**src/rtl/req_issue_unit_if.sv**
```systemverilog
// Host command/result, execution-unit request/response and status bundle for req_issue_unit.
// The DUT side connects through modport master; the host/execution-unit model uses slave.
interface req_issue_unit_if #(
   parameter int ID_W   = 3,
   parameter int DATA_W = 32,
   parameter int RSP_W  = 64
) ();

   typedef struct packed {
      logic              req;
      logic              req_type;
      logic [ID_W-1:0]   req_id;
      logic [DATA_W-1:0] req_data1;
      logic [DATA_W-1:0] req_data2;
   } req_pkt_type;

   typedef struct packed {
      logic             rsp;
      logic [ID_W-1:0]  rsp_id;
      logic [RSP_W-1:0] rsp_data;
   } rsp_pkt_type;

   logic              cmd_valid;
   logic              cmd_ready;
   logic              cmd_type;
   logic [DATA_W-1:0] cmd_data1;
   logic [DATA_W-1:0] cmd_data2;
   req_pkt_type       output_req;
   logic              fifo_full;
   rsp_pkt_type       input_rsp;
   logic              res_valid;
   logic              res_ready;
   logic [ID_W-1:0]   res_id;
   logic              res_type;
   logic [RSP_W-1:0]  res_data;
   logic [ID_W:0]     outstanding;
   logic              err_unexp_rsp;

   modport master (
      input  cmd_valid, cmd_type, cmd_data1, cmd_data2, fifo_full, input_rsp, res_ready,
      output cmd_ready, output_req, res_valid, res_id, res_type, res_data, outstanding,
             err_unexp_rsp
   );

   modport slave (
      output cmd_valid, cmd_type, cmd_data1, cmd_data2, fifo_full, input_rsp, res_ready,
      input  cmd_ready, output_req, res_valid, res_id, res_type, res_data, outstanding,
             err_unexp_rsp
   );

endinterface

```
**src/rtl/req_issue_unit.sv**
```systemverilog
// Request initiator: tags host commands from an in-order pool, issues them through a one-entry
// register, and reorders out-of-order responses so results return in command order.
module req_issue_unit #(
   parameter int NUM_TAGS = 8,
   parameter int ID_W     = 3,
   parameter int DATA_W   = 32,
   parameter int RSP_W    = 64
) (
   input logic           clk,
   input logic           rst_b,
   req_issue_unit_if.master bus
);

   localparam logic [ID_W:0] FULL_CNT = (ID_W+1)'(NUM_TAGS);

   logic [ID_W-1:0]   r_head;
   logic [ID_W-1:0]   r_tail;
   logic [ID_W:0]     r_count;
   logic              r_err;

   logic              r_issue_vld;
   logic              r_issue_type;
   logic [ID_W-1:0]   r_issue_id;
   logic [DATA_W-1:0] r_issue_d1;
   logic [DATA_W-1:0] r_issue_d2;

   logic [NUM_TAGS-1:0] r_busy;
   logic [NUM_TAGS-1:0] r_done;
   logic [NUM_TAGS-1:0] r_type;
   logic [RSP_W-1:0]    r_data [NUM_TAGS];

   logic            w_issue_fire;
   logic            w_cmd_ready;
   logic            w_accept;
   logic            w_res_valid;
   logic            w_retire;
   logic [ID_W-1:0] w_rsp_id;
   logic            w_rsp_hit;
   logic            w_rsp_bad;

   assign w_issue_fire = r_issue_vld && !bus.fifo_full;
   // Held low during reset so every output reads 0 while rst_b is asserted.
   assign w_cmd_ready  = rst_b && (r_count != FULL_CNT) && (!r_issue_vld || w_issue_fire);
   assign w_accept     = bus.cmd_valid && w_cmd_ready;
   assign w_res_valid  = r_busy[r_head] && r_done[r_head];
   assign w_retire     = w_res_valid && bus.res_ready;

   // A tag still sitting unfired in the issue register cannot legitimately be answered yet.
   assign w_rsp_id  = bus.input_rsp.rsp_id;
   assign w_rsp_hit = bus.input_rsp.rsp && r_busy[w_rsp_id] && !r_done[w_rsp_id]
                      && !(r_issue_vld && (r_issue_id == w_rsp_id));
   assign w_rsp_bad = bus.input_rsp.rsp && !w_rsp_hit;

   always_ff @(posedge clk) begin
      if (!rst_b) begin
         r_head  <= '0;
         r_tail  <= '0;
         r_count <= '0;
         r_err   <= 1'b0;
      end else begin
         if (w_accept) r_tail <= r_tail + 1'b1;
         if (w_retire) r_head <= r_head + 1'b1;
         if (w_rsp_bad) r_err <= 1'b1;
         unique case ({w_accept, w_retire})
            2'b10:   r_count <= r_count + 1'b1;
            2'b01:   r_count <= r_count - 1'b1;
            default: r_count <= r_count;
         endcase
      end
   end

   always_ff @(posedge clk) begin
      if (!rst_b) begin
         r_issue_vld  <= 1'b0;
         r_issue_type <= 1'b0;
         r_issue_id   <= '0;
         r_issue_d1   <= '0;
         r_issue_d2   <= '0;
      end else if (w_accept) begin
         r_issue_vld  <= 1'b1;
         r_issue_type <= bus.cmd_type;
         r_issue_id   <= r_tail;
         r_issue_d1   <= bus.cmd_data1;
         r_issue_d2   <= bus.cmd_data2;
      end else if (w_issue_fire) begin
         r_issue_vld  <= 1'b0;
      end
   end

   // Accept, retire and response capture always target distinct entries.
   always_ff @(posedge clk) begin
      if (!rst_b) begin
         r_busy <= '0;
         r_done <= '0;
      end else begin
         for (int i = 0; i < NUM_TAGS; i++) begin
            if (w_accept && (r_tail == ID_W'(i))) begin
               r_busy[i] <= 1'b1;
               r_done[i] <= 1'b0;
            end else if (w_retire && (r_head == ID_W'(i))) begin
               r_busy[i] <= 1'b0;
               r_done[i] <= 1'b0;
            end else if (w_rsp_hit && (w_rsp_id == ID_W'(i))) begin
               r_done[i] <= 1'b1;
            end
         end
      end
   end

   always_ff @(posedge clk) begin
      if (w_accept)  r_type[r_tail]   <= bus.cmd_type;
      if (w_rsp_hit) r_data[w_rsp_id] <= bus.input_rsp.rsp_data;
   end

   assign bus.cmd_ready            = w_cmd_ready;
   assign bus.output_req.req       = w_issue_fire;
   assign bus.output_req.req_type  = r_issue_vld ? r_issue_type : 1'b0;
   assign bus.output_req.req_id    = r_issue_vld ? r_issue_id : '0;
   assign bus.output_req.req_data1 = r_issue_vld ? r_issue_d1 : '0;
   assign bus.output_req.req_data2 = r_issue_vld ? r_issue_d2 : '0;

   assign bus.res_valid     = w_res_valid;
   assign bus.res_id        = w_res_valid ? r_head : '0;
   assign bus.res_type      = w_res_valid ? r_type[r_head] : 1'b0;
   assign bus.res_data      = w_res_valid ? r_data[r_head] : '0;
   assign bus.outstanding   = r_count;
   assign bus.err_unexp_rsp = r_err;

endmodule
```
**src/flat_wrapper.sv**
```systemverilog
// flat-port wrapper written by rule: the top's interface ports become plain ports
module req_issue_unit_flat 
#(
   parameter int NUM_TAGS = 8,
   parameter int ID_W     = 3,
   parameter int DATA_W   = 32,
   parameter int RSP_W    = 64
)
  (clk, rst_b, bus_cmd_valid, bus_cmd_type, bus_cmd_data1, bus_cmd_data2, bus_fifo_full, bus_input_rsp, bus_res_ready, bus_cmd_ready, bus_output_req, bus_res_valid, bus_res_id, bus_res_type, bus_res_data, bus_outstanding, bus_err_unexp_rsp);
  req_issue_unit_if #(.ID_W(ID_W), .DATA_W(DATA_W), .RSP_W(RSP_W)) bus_i ();
  input logic clk;
  input logic rst_b;
  input wire logic [$bits(bus_i.cmd_valid)-1:0] bus_cmd_valid;
  input wire logic [$bits(bus_i.cmd_type)-1:0] bus_cmd_type;
  input wire logic [$bits(bus_i.cmd_data1)-1:0] bus_cmd_data1;
  input wire logic [$bits(bus_i.cmd_data2)-1:0] bus_cmd_data2;
  input wire logic [$bits(bus_i.fifo_full)-1:0] bus_fifo_full;
  input wire logic [$bits(bus_i.input_rsp)-1:0] bus_input_rsp;
  input wire logic [$bits(bus_i.res_ready)-1:0] bus_res_ready;
  output wire logic [$bits(bus_i.cmd_ready)-1:0] bus_cmd_ready;
  output wire logic [$bits(bus_i.output_req)-1:0] bus_output_req;
  output wire logic [$bits(bus_i.res_valid)-1:0] bus_res_valid;
  output wire logic [$bits(bus_i.res_id)-1:0] bus_res_id;
  output wire logic [$bits(bus_i.res_type)-1:0] bus_res_type;
  output wire logic [$bits(bus_i.res_data)-1:0] bus_res_data;
  output wire logic [$bits(bus_i.outstanding)-1:0] bus_outstanding;
  output wire logic [$bits(bus_i.err_unexp_rsp)-1:0] bus_err_unexp_rsp;
  assign bus_i.cmd_valid = bus_cmd_valid;
  assign bus_i.cmd_type = bus_cmd_type;
  assign bus_i.cmd_data1 = bus_cmd_data1;
  assign bus_i.cmd_data2 = bus_cmd_data2;
  assign bus_i.fifo_full = bus_fifo_full;
  assign bus_i.input_rsp = bus_input_rsp;
  assign bus_i.res_ready = bus_res_ready;
  assign bus_cmd_ready = bus_i.cmd_ready;
  assign bus_output_req = bus_i.output_req;
  assign bus_res_valid = bus_i.res_valid;
  assign bus_res_id = bus_i.res_id;
  assign bus_res_type = bus_i.res_type;
  assign bus_res_data = bus_i.res_data;
  assign bus_outstanding = bus_i.outstanding;
  assign bus_err_unexp_rsp = bus_i.err_unexp_rsp;
  req_issue_unit #(.NUM_TAGS(NUM_TAGS), .ID_W(ID_W), .DATA_W(DATA_W), .RSP_W(RSP_W)) u_core (.clk(clk), .rst_b(rst_b), .bus(bus_i));
endmodule
```
**config.mk**
```make
export PLATFORM = sky130hd
export DESIGN_NAME = req_issue_unit_flat
export DESIGN_NICKNAME = d
export VERILOG_FILES = /design/src/rtl/req_issue_unit_if.sv /design/src/rtl/req_issue_unit.sv /design/src/flat_wrapper.sv
export SDC_FILE = /design/constraint.sdc
export NUM_CORES = 1
export LEC_CHECK = 0
export ABC_AREA = 1
export CORE_UTILIZATION = 50
export CTS_CLUSTER_SIZE = 12
export DETAILED_ROUTE_END_ITERATION = 10
export PLACE_DENSITY_LB_ADDON = 0.1
export SLEW_MARGIN = 20
export SYNTH_ARGS = -nofsm -noshare
export SYNTH_HDL_FRONTEND = slang
export SYNTH_SLANG_ARGS = --single-unit
```
**constraint.sdc**
```tcl
create_clock -name clk -period 5.3 [get_ports clk]
set_input_delay 1.06 -clock clk [delete_from_list [all_inputs] [get_ports clk]]
set_output_delay 1.06 -clock clk [all_outputs]
set_load 0.01 [all_outputs]
```
==> metrics <==
slowest stage delay, CP=610 ps; clock-pin slew on the worst setup and hold paths=60 ps; input/output buffers=281; post-DP HPWL=35200 µm; Max clock buf depth=3; die area=0.0513 mm²; number of gates resized after CTS=0; placer's final routability congestion estimate=0.849; PwrDens=329 mW/mm²; Netlist cell types=32; fmax=213 MHz; hold crit path type=reg2reg; first-pass GRT wire length=92400 µm; Worst VDD drop=around 0.25 mV; final-layout fill cell count=3952; final setup TNS=0 ps; postcts setup bufs=0; Post-CTS Hold Buffers=0; Setup Viol. Count Final=0; clk_lat worst skew=580 ps; TritonCTS buffer count=66; CP required=between 4000 and 5000 ps; fraction of layout cells with a size suffix above 1=0.0661; Worst Path Arrival=3630 ps; GRT Total Usage=0.234; CTS tree=yes; area of the multi-input gates=0.00642 mm²; syn nets=between 2000 and 2500; Synth Area per Inst=11.4 µm²; clk sinks=619; Vias=17100; Non-Filler Instances=3144; Least-Margin Pin Slew=993 ps; Static Leak=0.0110 µW; I/O pin cnt=282; Flop pwr share=0.537; number of antenna cells inserted=0; pins over their slew limit=0; WL/cell=about 19 µm; DRT Wirelength=59600 µm; post-synthesis instance total=~2200; Placed Cells incl. Taps=3036; grt total ovfl=0; largest cells by area after synthesis=edfxtp_1 62%, nand2_1 11%, dfxtp_1 7.9%; CP Cell Sequence=inv_4, nand3_1, nand3_1, nand3_2, nand2_2, clkinv_2, buf_4, buf_4, nor2_1, clkdlybuf4s50_1; post-synthesis sequential area ratio=0.699; Register Area=~0.018 mm²; synthesis-stage register bit count=619; nets@finish=2593; Switching Share=0.204; H-tree levels=3; Final Hold Viols=0; clock network power share=0.422; Starting Density=0.510; crit path time final=4690 ps; startpoint types=register; kind of critical path=reg2out; Root Driver=clkbuf_16; Rel. slew slack=0.338; synthesized area=0.0252 mm²; Final Cycle Share=0.886; initial antenna violation count=2; Die Height=226 µm; CP endpoint kind=primary output; status=finished clean; Synth area leader=edfxtp_1; RSZ-0062 raised after global routing=false; largest net degree at the start of global routing=136; post-DR vias/cell=5.45; Residual DRC=0; Yosys warnings=0; Area Growth Syn to Fin=21.1%; First DRT Iteration DRCs=1244; vias in the first global route=~17000; Int Power=8000 µW; drt pass-1 iters=5; area fraction of the dominant cell type after synthesis=0.620; Max-cap violations=0; slowest library cell on the worst path=dfxtp_1; Min Hold Slack=approximately 460 ps; crit-path max FO=30; part of the power in combinational logic=0.041; switching power=2040 µW; core area=0.0494 mm²; post-route ant nets=0; Rows=81; Clock Skews=14.5 ps; die width=~230 µm
[stage by stage]
step / utilization / power [µW] / area [µm²] / worst slack [ps]
after floorplan: - / 5660 / 25200 / 1810
after global placement: 0.578 / 5900 / 28500 / 1070
after detailed placement: 0.578 / 5910 / 28500 / 1050
after CTS: 0.618 / 10100 / 30500 / 561
after global routing: 0.618 / 10400 / 30500 / 356
final: 0.618 / 10000 / 30500 / 606
[placed cells by master, fill, tap and decap left out, types with 2 or more instances in the layout]
cell	synthesis	final
nand2_1	717	717
edfxtp_1	520	520
clkdlybuf4s50_1	0	281
a21oi_1	215	215
inv_1	111	103
dfxtp_1	99	95
nor2_1	72	72
clkbuf_16	0	69
a32o_1	65	65
a32oi_1	64	64
nand3_1	48	48
o21ai_0	47	47
nor2_2	30	30
o21ai_1	27	27
clkbuf_1	48	22
buf_12	0	16
ha_1	15	15
buf_4	8	14
inv_2	4	10
nand4_1	9	9
clkinv_2	0	7
clkinv_1	0	6
nand3_2	3	3
inv_6	0	3
nor3_1	3	3
dfxtp_4	0	3
inv_4	2	2
xor2_1	2	2
bufinv_16	0	2
[cell type report]
type,count,area share
Sequential cell,619,0.577
Inverter,117,0.0148
Tap cell,664,0.0272
Clock buffer,91,0.0593
Timing Repair Buffer,311,0.106
Multi-Input combinational cell,1325,0.210
Clock inverter,17,0.00455
[flip-flops by register name (all words and copies together), names as in the netlist, named ones only]
name / count
u_core.r_tail: 3
u_core.r_data: 512
u_core.bus.outstanding: 4
u_core.r_issue_d1: 32
u_core.r_done: 8
u_core.r_issue_vld: 1
u_core.r_busy: 8
u_core.r_type: 8
u_core.r_issue_d2: 32
u_core.r_issue_type: 1
u_core.bus.err_unexp_rsp: 1
u_core.r_issue_id: 3
u_core.r_head: 3
[power by group through the flow]
stage	registers, µW	logic [µW]	clock network [µW]
6_report	5390	414	4240
4_1_cts	5390	420	4320
3_3_place_gp	5490	410	0
3_5_place_dp	5490	418	0
5_1_grt	5400	455	4520
2_1_floorplan	5480	183	0
[metal layers]
layer | GRT usage | up-vias | wire length, µm
li1 | - | 8195 | -
met1 | 0.307 | 8332 | 25500
met2 | 0.389 | 525 | 28900
met3 | 0.0521 | 88 | 3960
met4 | 0.0708 | 2 | 1190
met5 | 0 | - | 13
[kinds of logic (layout without fill, tap and decap cells)]
kind of cell | count (synthesis) | after routing | share of synthesized area
buffers and inverters | 265 | 536 | 0.0467
flip-flops | 619 | 619 | 0.699
AND/OR/NAND/NOR | 885 | 885 | 0.140
XOR/XNOR | 3 | 3 | 0.00104
adder cells (fa/ha/maj) | 15 | 15 | 0.00745
AO/OA/AOI/OAI | 422 | 422 | 0.107
[critical path: cells and delay by family (launching register included)]
family	cells	cell delay [ps]
buffers and inverters	5	1900
DFF	1	610
and+or+nand+nor	5	530
[synth_stat cells]
| master | number |
|---|---|
| buf_4 | 8 |
| inv_2 | 4 |
| a22oi_1 | 1 |
| inv_1 | 111 |
| nand4_1 | 9 |
| buf_2 | 75 |
| buf_1 | 10 |
| inv_4 | 2 |
| nand2_1 | 717 |
| a32o_1 | 65 |
| buf_6 | 7 |
| ha_1 | 15 |
| nor3_1 | 3 |
| o21ai_0 | 47 |
| nand3_1 | 48 |
| xnor2_1 | 1 |
| nand2_4 | 1 |
| dfxtp_1 | 99 |
| a32oi_1 | 64 |
| nand2_2 | 1 |
| nor2_1 | 72 |
| a211oi_1 | 1 |
| and2_1 | 1 |
| a21oi_2 | 1 |
| xor2_1 | 2 |
| edfxtp_1 | 520 |
| o21ai_1 | 27 |
| a21oi_1 | 215 |
| clkbuf_1 | 48 |
| nor2_2 | 30 |
| nand3_2 | 3 |
| o21a_1 | 1 |
[worst paths after layout]
kind	start	to	slack [ps]	depth (start not counted)
max reg2reg	u_core.r_issue_vld	u_core.r_data[4][59]	2370	8
min	u_core.r_issue_d2[28]	u_core.r_issue_d2[28]	460	2
max	u_core.r_head[0]	bus_res_data[4]	610	10
min reg2reg	u_core.r_issue_d2[28]	u_core.r_issue_d2[28]	460	2
(Power assumes the default switching activity.)
